**config.mk**
```make
export PLATFORM = sky130hd
export DESIGN_NAME = cc_pixel_packer
export DESIGN_NICKNAME = d
export VERILOG_FILES = /design/src/rtl/cc_pixel_packer_pkg.sv /design/src/rtl/cc_sync_fifo.sv /design/src/rtl/cc_pixel_packer.sv
export SDC_FILE = /design/constraint.sdc
export NUM_CORES = 1
export LEC_CHECK = 0
export CAP_MARGIN = 15
export CORE_ASPECT_RATIO = 0.75
export CORE_UTILIZATION = 35
export CTS_CLUSTER_DIAMETER = 120
export DETAILED_ROUTE_END_ITERATION = 8
export PLACE_DENSITY = 0.56
export SYNTH_ARGS = -nofsm -noshare
export SYNTH_HDL_FRONTEND = slang
export SYNTH_HIERARCHICAL = 1
export SYNTH_SLANG_ARGS = --single-unit
```
**constraint.sdc**
```tcl
create_clock -name cmos_clk_i -period 16.9 [get_ports cmos_clk_i]
set_input_delay 3.38 -clock cmos_clk_i [delete_from_list [all_inputs] [get_ports cmos_clk_i]]
set_output_delay 3.38 -clock cmos_clk_i [all_outputs]
set_load 0.005 [all_outputs]
```
**src/rtl/cc_pixel_packer_pkg.sv**
```systemverilog
`default_nettype none
// =============================================================================
// cc_pixel_packer_pkg : shared state encodings, FIFO entry layout and helpers
// Revision: 1.0
// =============================================================================
package cc_pixel_packer_pkg;

  // One-hot packer states
  localparam logic [3:0] ST_IDLE  = 4'b0001;
  localparam logic [3:0] ST_LO    = 4'b0010;
  localparam logic [3:0] ST_HI    = 4'b0100;
  localparam logic [3:0] ST_FLUSH = 4'b1000;

  localparam int unsigned ENTRY_W = 34;

  typedef struct packed {
    logic        eof;
    logic        sof;
    logic [31:0] data;
  } fifo_entry_t;

  function automatic logic [15:0] sat_add16(input logic [15:0] a, input logic [1:0] inc);
    logic [16:0] sum;
    sum = {1'b0, a} + {15'd0, inc};
    return sum[16] ? 16'hFFFF : sum[15:0];
  endfunction

endpackage
`default_nettype wire

```
**src/rtl/cc_sync_fifo.sv**
```systemverilog
`default_nettype none
// =============================================================================
// cc_sync_fifo : single-clock first-word-fall-through FIFO with full/empty
// Revision: 1.0
// =============================================================================
module cc_sync_fifo #(
  parameter int DEPTH = 8,
  parameter int WIDTH = 34
) (
  input  logic             clk,
  input  logic             rst,
  input  logic             wr_en,
  input  logic [WIDTH-1:0] wr_data,
  input  logic             rd_en,
  output logic [WIDTH-1:0] rd_data,
  output logic             full,
  output logic             empty
);

  localparam int AW = $clog2(DEPTH);

  logic [WIDTH-1:0] mem_q [DEPTH];
  logic [AW:0]      wr_ptr_q, wr_ptr_d;
  logic [AW:0]      rd_ptr_q, rd_ptr_d;
  logic             do_wr, do_rd;

  // Extra MSB distinguishes a wrapped (full) pointer pair from an equal (empty) one
  assign full  = (wr_ptr_q[AW] != rd_ptr_q[AW]) && (wr_ptr_q[AW-1:0] == rd_ptr_q[AW-1:0]);
  assign empty = (wr_ptr_q == rd_ptr_q);

  assign rd_data = mem_q[rd_ptr_q[AW-1:0]];

  always_comb begin
    do_wr    = wr_en & ~full;
    do_rd    = rd_en & ~empty;
    wr_ptr_d = wr_ptr_q + {{AW{1'b0}}, do_wr};
    rd_ptr_d = rd_ptr_q + {{AW{1'b0}}, do_rd};
  end

  always_ff @(posedge clk) begin
    if (rst) begin
      wr_ptr_q <= '0;
      rd_ptr_q <= '0;
    end else begin
      wr_ptr_q <= wr_ptr_d;
      rd_ptr_q <= rd_ptr_d;
    end
  end

  always_ff @(posedge clk) begin
    if (do_wr) begin
      mem_q[wr_ptr_q[AW-1:0]] <= wr_data;
    end
  end

endmodule
`default_nettype wire

```
**src/rtl/cc_pixel_packer.sv**
```systemverilog
`default_nettype none
// =============================================================================
// cc_pixel_packer : packs 16-bit pixel pairs into sof/eof-tagged 32-bit words
// Revision: 1.0
// =============================================================================
module cc_pixel_packer
  import cc_pixel_packer_pkg::*;
#(
  parameter int FIFO_DEPTH = 8
) (
  input  logic        cmos_clk_i,
  input  logic        rst,
  input  logic [15:0] cmos_data_i,
  input  logic        cmos_valid_i,
  input  logic        cc_enabled,
  output logic [31:0] m_data_o,
  output logic        m_sof_o,
  output logic        m_eof_o,
  output logic        m_valid_o,
  input  logic        m_ready_i,
  output logic        overflow_o,
  output logic [15:0] drop_count_o,
  output logic [31:0] frame_words_o
);

  logic [3:0]  state_q, state_d;
  logic [15:0] lo_q, lo_d;
  logic [31:0] pend_q, pend_d;
  logic        pend_sof_q, pend_sof_d;
  logic        pend_valid_q, pend_valid_d;
  logic        sof_next_q, sof_next_d;
  logic [15:0] drop_count_q, drop_count_d;
  logic [31:0] word_count_q, word_count_d;
  logic [31:0] frame_words_q, frame_words_d;
  logic        overflow_q, overflow_d;

  logic        accept;
  logic        frame_start;
  logic        form_word;
  logic [31:0] formed;
  logic        push;
  logic        push_ok;
  fifo_entry_t push_entry;
  fifo_entry_t head;
  logic [1:0]  drop_inc;
  logic [15:0] drop_base;
  logic [31:0] words;
  logic        fifo_full, fifo_empty;

  assign accept = cc_enabled & cmos_valid_i & (state_q != ST_FLUSH);

  always_comb begin
    state_d       = state_q;
    lo_d          = lo_q;
    pend_d        = pend_q;
    pend_sof_d    = pend_sof_q;
    pend_valid_d  = pend_valid_q;
    sof_next_d    = sof_next_q;
    overflow_d    = overflow_q;
    frame_words_d = frame_words_q;
    frame_start   = 1'b0;
    form_word     = 1'b0;
    formed        = '0;
    push          = 1'b0;
    push_entry    = '0;
    drop_inc      = 2'd0;

    case (state_q)
      ST_IDLE: begin
        if (cc_enabled) begin
          frame_start  = 1'b1;
          pend_valid_d = 1'b0;
          sof_next_d   = 1'b1;
          state_d      = ST_LO;
          if (accept) begin
            lo_d    = cmos_data_i;
            state_d = ST_HI;
          end
        end
      end
      ST_LO: begin
        if (accept) begin
          lo_d    = cmos_data_i;
          state_d = ST_HI;
        end else if (!cc_enabled) begin
          if (pend_valid_q) begin
            push            = 1'b1;
            push_entry.eof  = 1'b1;
            push_entry.sof  = pend_sof_q;
            push_entry.data = pend_q;
          end
          pend_valid_d = 1'b0;
          state_d      = ST_IDLE;
        end
      end
      ST_HI: begin
        if (accept) begin
          formed    = {cmos_data_i, lo_q};
          form_word = 1'b1;
          state_d   = ST_LO;
        end else if (!cc_enabled) begin
          // Odd pixel count: the lone pixel is padded into the low half
          formed    = {16'h0000, lo_q};
          form_word = 1'b1;
          state_d   = ST_FLUSH;
        end
      end
      ST_FLUSH: begin
        if (pend_valid_q) begin
          push            = 1'b1;
          push_entry.eof  = 1'b1;
          push_entry.sof  = pend_sof_q;
          push_entry.data = pend_q;
        end
        pend_valid_d = 1'b0;
        state_d      = ST_IDLE;
        if (cc_enabled & cmos_valid_i) begin
          drop_inc = 2'd1;
        end
      end
      default: begin
        state_d = ST_IDLE;
      end
    endcase

    // A newly formed word displaces the held-back one into the FIFO
    if (form_word) begin
      if (pend_valid_q) begin
        push            = 1'b1;
        push_entry.eof  = 1'b0;
        push_entry.sof  = pend_sof_q;
        push_entry.data = pend_q;
      end
      pend_d       = formed;
      pend_sof_d   = sof_next_q;
      sof_next_d   = 1'b0;
      pend_valid_d = 1'b1;
    end

    push_ok = push & ~fifo_full;
    if (push & fifo_full) begin
      overflow_d = 1'b1;
      drop_inc   = drop_inc + 2'd1;
    end

    drop_base    = frame_start ? 16'h0000 : drop_count_q;
    drop_count_d = sat_add16(drop_base, drop_inc);

    words        = (frame_start ? 32'd0 : word_count_q) + {31'd0, push_ok};
    word_count_d = words;
    if (push & push_entry.eof) begin
      frame_words_d = words;
    end
  end

  always_ff @(posedge cmos_clk_i) begin
    if (rst) begin
      state_q       <= ST_IDLE;
      lo_q          <= '0;
      pend_q        <= '0;
      pend_sof_q    <= 1'b0;
      pend_valid_q  <= 1'b0;
      sof_next_q    <= 1'b0;
      drop_count_q  <= '0;
      word_count_q  <= '0;
      frame_words_q <= '0;
      overflow_q    <= 1'b0;
    end else begin
      state_q       <= state_d;
      lo_q          <= lo_d;
      pend_q        <= pend_d;
      pend_sof_q    <= pend_sof_d;
      pend_valid_q  <= pend_valid_d;
      sof_next_q    <= sof_next_d;
      drop_count_q  <= drop_count_d;
      word_count_q  <= word_count_d;
      frame_words_q <= frame_words_d;
      overflow_q    <= overflow_d;
    end
  end

  cc_sync_fifo #(
    .DEPTH (FIFO_DEPTH),
    .WIDTH (ENTRY_W)
  ) u_fifo (
    .clk     (cmos_clk_i),
    .rst     (rst),
    .wr_en   (push),
    .wr_data (push_entry),
    .rd_en   (m_ready_i),
    .rd_data (head),
    .full    (fifo_full),
    .empty   (fifo_empty)
  );

  // Head fields are masked while empty so stale storage never leaks out
  assign m_valid_o     = ~fifo_empty;
  assign m_data_o      = fifo_empty ? 32'd0 : head.data;
  assign m_sof_o       = ~fifo_empty & head.sof;
  assign m_eof_o       = ~fifo_empty & head.eof;
  assign overflow_o    = overflow_q;
  assign drop_count_o  = drop_count_q;
  assign frame_words_o = frame_words_q;

endmodule
`default_nettype wire
```
==> impl_metrics.tcl, run 1 <==
set metrics [dict create \
    cpMaxStageDelayCell "dfxtp_4" \
    ctsHoldBuffers 0 \
    postSynthCellCount 1145 \
    cts_tree "yes" \
    final_cell_area_um2 19800 \
    die-width_um 255 \
    antenna_found_initial 2 \
    drtPass1Iterations 4 \
    path_buf_inv 2 \
    first_iter_violations 739 \
    synth_area_um2 16800 \
    num_vias 9477 \
    total_power_mw 2.02 \
    layout_commonest_cell "edfxtp_1" \
    drive_gt1_frac 0.161 \
    grt_first_pass_wirelength_um 57900 \
    crit_path_end_kind "output port" \
    drc 0 \
    initial_utilization 0.355 \
    critPathKind "reg -> out" \
    grt_pass1_vias 9587 \
    hp-class "reg -> reg" \
    grt_usage 0.156 \
    die_h_um 192 \
    synthMuxAreaShare 0.130 \
    synthFlopType "edfxtp_1" \
    viasPerCell 4.96 \
    max_stage_delay_ns 0.81 \
    root_buffer "clkbuf_16" \
    nFillCells 4354 \
    clk_pin_slew_ns 0.06 \
    startpoint_type "flop" \
    ys_warn_count 6 \
    grt_overflow 0 \
    ctsResizeCount 0 \
    finalNonFillerCells 1912 \
    nets 1271 \
    dieArea_um2 48800 \
    hold_violations 0 \
    peakVddDrop_v 0.0000678 \
    placed_cells 1837 \
    path_delay_family "buffers and inverters" \
    clock_sinks 416 \
    grt_max_degree 63 \
    power.leakage_nw 5.89 \
    seq_area_frac_synth 0.659 \
    gp_congestion 0.758 \
    port_buffers 104 \
    clock_latency_ns 0.55 \
    routed_wl_um 37200 \
    maxSlewHeadroom 0.310 \
    yosys.area_share.simple 0.114 \
    post-route-period-util 0.416 \
    worstPathArrival_ns 3.65 \
    ys_seq_elements 416 \
    status "finished, final reports clean" \
    syn-mean-instance-area_um2 14.7 \
    final_antenna_net_count 0 \
    yosysUniqueCellTypes 56 \
    final_max_slew_viol_count 0 \
    placed_area_um2 18500 \
    grt_setup_unrepaired "false" \
    synth_xor_area_frac 0.0271 \
    maxCapViolCount 0 \
    fmax_ghz 0.142 \
    io_pins 105 \
    crit_path_cell_trace "buf_4 > mux4_2 > mux2_4 > nor2b_1 > clkdlybuf4s50_1" \
    finalSetupViolCount 0 \
    cellPowerDensity_nw_per_um2 102 \
    ctsHtreeMaxLevel 2 \
    numCtsBuffers 40 \
    synth_edf_count 272 \
    synth_fa_ha_area_frac 0.00790 \
    wl_per_cell_um 19.4 \
    fin_skew_ns 0.0188 \
    synth-async-reset-ratio 0 \
    tns_ns 0 \
    min_period_ns 7.03 \
    tightestPinTransition_ns 1.03 \
    synth_fp_nets 1176 \
    critPathRequiredTime_ns 13.52 \
    synth_compound_area_frac 0.0384 \
    design.core.area_um2 47300 \
    fp-row-count 69 \
    hpwl_um 21600 \
    synth_top_family_by_area "multiplexers" \
    post_cts_buffers 0 \
    layout_common_cells "272 x edfxtp_1, 141 x dfxtp_1, 103 x clkdlybuf4s50_1" \
    area_delta_synth_final_pct 18.0 \
    cts.path.max_buffers 3 \
    cp_max_fo 39 \
]
logic make-up (layout without fill, tap and decap cells):
kind of cell    count (synthesis)  count (layout)
flops                         416             416
simple gates                  364             364
mux                           125             125
compound gates                 96              96
buf+inv                        82             208
xor+xnor                       52              52
fa+ha+maj                      10              10
other cells                     0               2
power by group:
| part | leakage (nW) | internal, mW | switching, mW |
|---|---|---|---|
| logic | 1.95 | 0.0133 | 0.0240 |
| registers | 3.30 | 1.07 | 0.00383 |
| clock network | 0.642 | 0.519 | 0.385 |
tightest hold or removal path: cells and delay by family (launching register included):
family | cells | cell delay (ns)
compound gates | 1 | 0.05
simple gates | 1 | 0.05
flops | 1 | 0.30
routing by layer:
metal	vias up	track usage	wire length, um
met1	4785	0.225	17700
met5	-	0	0
met3	54	0.0274	1520
met4	0	0.0332	631
li1	4458	-	-
met2	180	0.246	17300
cell usage after synthesis, types with 6 or more instances:
master / number / share of area
xor2_1: 22 / 0.011
nor3b_1: 6 / 0.0027
xnor2_1: 30 / 0.016
and2_1: 44 / 0.016
nor2b_1: 43 / 0.016
clkbuf_1: 43 / 0.0096
inv_1: 11 / 0.0025
and3_1: 6 / 0.0022
nand4_1: 16 / 0.0060
mux2_4: 10 / 0.0089
dfxtp_1: 144 / 0.17
o21ai_0: 16 / 0.0048
mux2_2: 24 / 0.016
a22o_1: 16 / 0.0084
nor4_1: 12 / 0.0045
a211oi_1: 20 / 0.0089
mux2i_1: 23 / 0.014
nor2_1: 92 / 0.021
mux4_2: 68 / 0.091
nand2_1: 77 / 0.017
ha_1: 9 / 0.0067
buf_2: 17 / 0.0051
nor4b_1: 6 / 0.0031
nand3_1: 17 / 0.0051
nand2b_1: 7 / 0.0026
nor3_1: 11 / 0.0033
edfxtp_1: 272 / 0.49
a21oi_1: 27 / 0.0081
layout make-up:
class                   instances  area [um^2]  share of cell area
clock buffers                  52         1090              0.0549
clock inverters                21          236              0.0119
well taps                     639          800              0.0404
inverters                      11         41.3             0.00209
multi-input cells             647         5390               0.272
flip-flops and latches        416        11100               0.558
diodes                          2         5.00            0.000253
repair buffers                124         1190              0.0600
stage by stage:
step                      utilization  hold WS (ns)  setup WS (ns)
after floorplan                     -         0.432           8.41
after global placement          0.390         0.441           9.60
after detailed placement        0.390         0.443           9.42
after CTS                       0.418         0.451           9.72
after global routing            0.418         0.468           9.56
final                           0.419         0.449           9.87
final timing paths:
check / from / to / slack (ns) / cells past startpoint
max: u_fifo/rd_ptr_q[0]$_SDFF_PP0_ / m_data_o[20] / 9.87 / 5
min: pend_q[4]$_SDFFE_PP0N_ / pend_q[4]$_SDFFE_PP0N_ / 0.45 / 2
max reg2reg: u_fifo/rd_ptr_q[2]$_SDFF_PP0_ / drop_count_o[8]$_SDFF_PP0_ / 12.59 / 12
min reg2reg: pend_q[4]$_SDFFE_PP0N_ / pend_q[4]$_SDFFE_PP0N_ / 0.45 / 2
registers in the layout, indices dropped and copies added, names as in the netlist, 4 cells and up:
register         count
u_fifo/mem_q       272
frame_words_o       32
pend_q              32
word_count_q        32
drop_count_o        16
lo_q                16
state_q              4
u_fifo/rd_ptr_q      4
u_fifo/wr_ptr_q      4
Power figures use the tool's default switching activity.
==> run 2: changes to the inputs <==
==> constraint.sdc (replaced) <==
create_clock -name cmos_clk_i -period 7.3 [get_ports cmos_clk_i]
set_input_delay 1.46 -clock cmos_clk_i [delete_from_list [all_inputs] [get_ports cmos_clk_i]]
set_output_delay 1.46 -clock cmos_clk_i [all_outputs]
set_load 0.005 [all_outputs]
==> impl_metrics.tcl, run 2 (synthesis gave the netlist of run 1 again) <==
set metrics [dict create \
    critPathLaunch "u_fifo/rd_ptr_q[0]$_SDFF_PP0_" \
    layout_common_cells "272 x edfxtp_1, 141 x dfxtp_1, 103 x clkdlybuf4s50_1" \
    min_period_ns 5.09 \
    fmax_ghz 0.196 \
    tns_ns 0 \
    worst-r2r-cell-count 12 \
    hold_slack_ns 0.449 \
    root_buffer "clkbuf_16" \
    design.core.area_um2 47300 \
    nets 1273 \
    initial_utilization 0.355 \
    gp_congestion 0.757 \
    clock_latency_ns 0.55 \
    drive_gt1_frac 0.162 \
    hpwl_um 21500 \
    worstPathArrival_ns 3.63 \
    crit_path_end_kind "output port" \
    maxSlewHeadroom 0.354 \
    finalNonFillerCells 1917 \
    die-width_um 255 \
    post-route-period-util 0.698 \
    grt_setup_unrepaired "false" \
    layout_commonest_cell "edfxtp_1" \
    numCtsBuffers 42 \
    placed_area_um2 18500 \
    maxCapViolCount 0 \
    nFillCells 4354 \
    ctsResizeCount 0 \
    peakVddDrop_v 0.000151 \
    final_antenna_net_count 0 \
    area_delta_synth_final_pct 18.0 \
    ctsHtreeMaxLevel 2 \
    tightestPinTransition_ns 0.969 \
    clock_sinks 416 \
    finalSetupViolCount 0 \
    min_from "lo_q[6]$_SDFFE_PP0P_" \
    antenna_found_initial 2 \
    critPathKind "reg -> out" \
    grt_first_pass_wirelength_um 57800 \
    hold_violations 0 \
    viasPerCell 4.94 \
    wl_per_cell_um 19.4 \
    drc 0 \
    cts.path.max_buffers 3 \
    r2r_slack_ns 2.88 \
    die_h_um 192 \
    ctsHoldBuffers 0 \
    grt_usage 0.156 \
    cp_max_fo 44 \
    num_vias 9466 \
    cp-endpoint "m_data_o[14]" \
    power.leakage_nw 5.69 \
    cellPowerDensity_nw_per_um2 235 \
    fin_skew_ns 0.0189 \
    fp-row-count 69 \
    total_power_mw 4.66 \
    grt_max_degree 63 \
    routed_wl_um 37200 \
    port_buffers 104 \
    final_cell_area_um2 19800 \
    placed_cells 1837 \
    dieArea_um2 48800 \
    hp-class "reg -> reg" \
    clk_pin_slew_ns 0.06 \
    grt_overflow 0 \
    cts_tree "yes" \
    critPathRequiredTime_ns 5.84 \
    status "finished, final reports clean" \
    post_cts_buffers 0 \
    grt_pass1_vias 9680 \
    largest_reg_flops 272 \
    io_pins 105 \
    startpoint_type "flop" \
    final_max_slew_viol_count 0 \
    first_iter_violations 690 \
    reg2reg_to "drop_count_o[10]$_SDFF_PP0_" \
    drtPass1Iterations 7 \
    regToRegStartpoint "u_fifo/rd_ptr_q[0]$_SDFF_PP0_" \
]
## run 2: changes by cell type in the layout (fill, tap and decap cells not counted), sizes merged
cell | before | now
clkbuf | 52 | 66
bufinv | 4 | 1
clkinvlp | 1 | 0
clkinv | 14 | 8
inv | 13 | 14
## run 2: critical path, cell delays in order, from the launching register on
cell	delay [ns]
dfxtp_4	0.98
buf_4	0.60
mux4_2	0.57
mux2_4	0.29
nor2b_1	0.13
clkdlybuf4s50_1	0.46
## run 2: worst min-delay path by stage
stage                              endpoint  cells after the start
floorplan            pend_q[0]$_SDFFE_PP0N_                      2
global placement     pend_q[4]$_SDFFE_PP0N_                      2
detailed placement   pend_q[5]$_SDFFE_PP0N_                      2
CTS                 pend_q[10]$_SDFFE_PP0N_                      2
global route        pend_q[12]$_SDFFE_PP0N_                      2
finish               pend_q[6]$_SDFFE_PP0N_                      2
## run 2: per-stage QoR
step	setup WS, ns	utilization
after global routing	1.93	0.418
after floorplan	0.727	-
after CTS	2.09	0.418
after global placement	1.95	0.390
after detailed placement	1.72	0.390
final	2.21	0.419
## run 2: report_power, final
group | internal (mW) | switching, mW | leakage, nW | total [mW]
sequential | 2.49 | 0.00898 | 3.13 | 2.49
clock | 1.19 | 0.887 | 0.653 | 2.08
combinational | 0.0308 | 0.0554 | 1.91 | 0.0861
total | 3.71 | 0.952 | 5.69 | 4.66
## run 2: final cells by class
cell class	instances	area, um^2	area share
antenna	2	5.00	0.000253
clock buffer	66	1220	0.0617
clock inverter	12	105	0.00531
inverter	11	41.3	0.00208
multi-input combinational	647	5390	0.272
sequential	416	11100	0.558
tap	639	800	0.0404
timing repair buffer	124	1190	0.0600
## run 2: routing by layer
metal  track usage  up-vias  routed length [um]
met5             0        -                   0
met4        0.0339        0                 590
met3        0.0316       41                1720
met2         0.248      187               17100
met1         0.221     4777               17800
li1              -     4461                   -
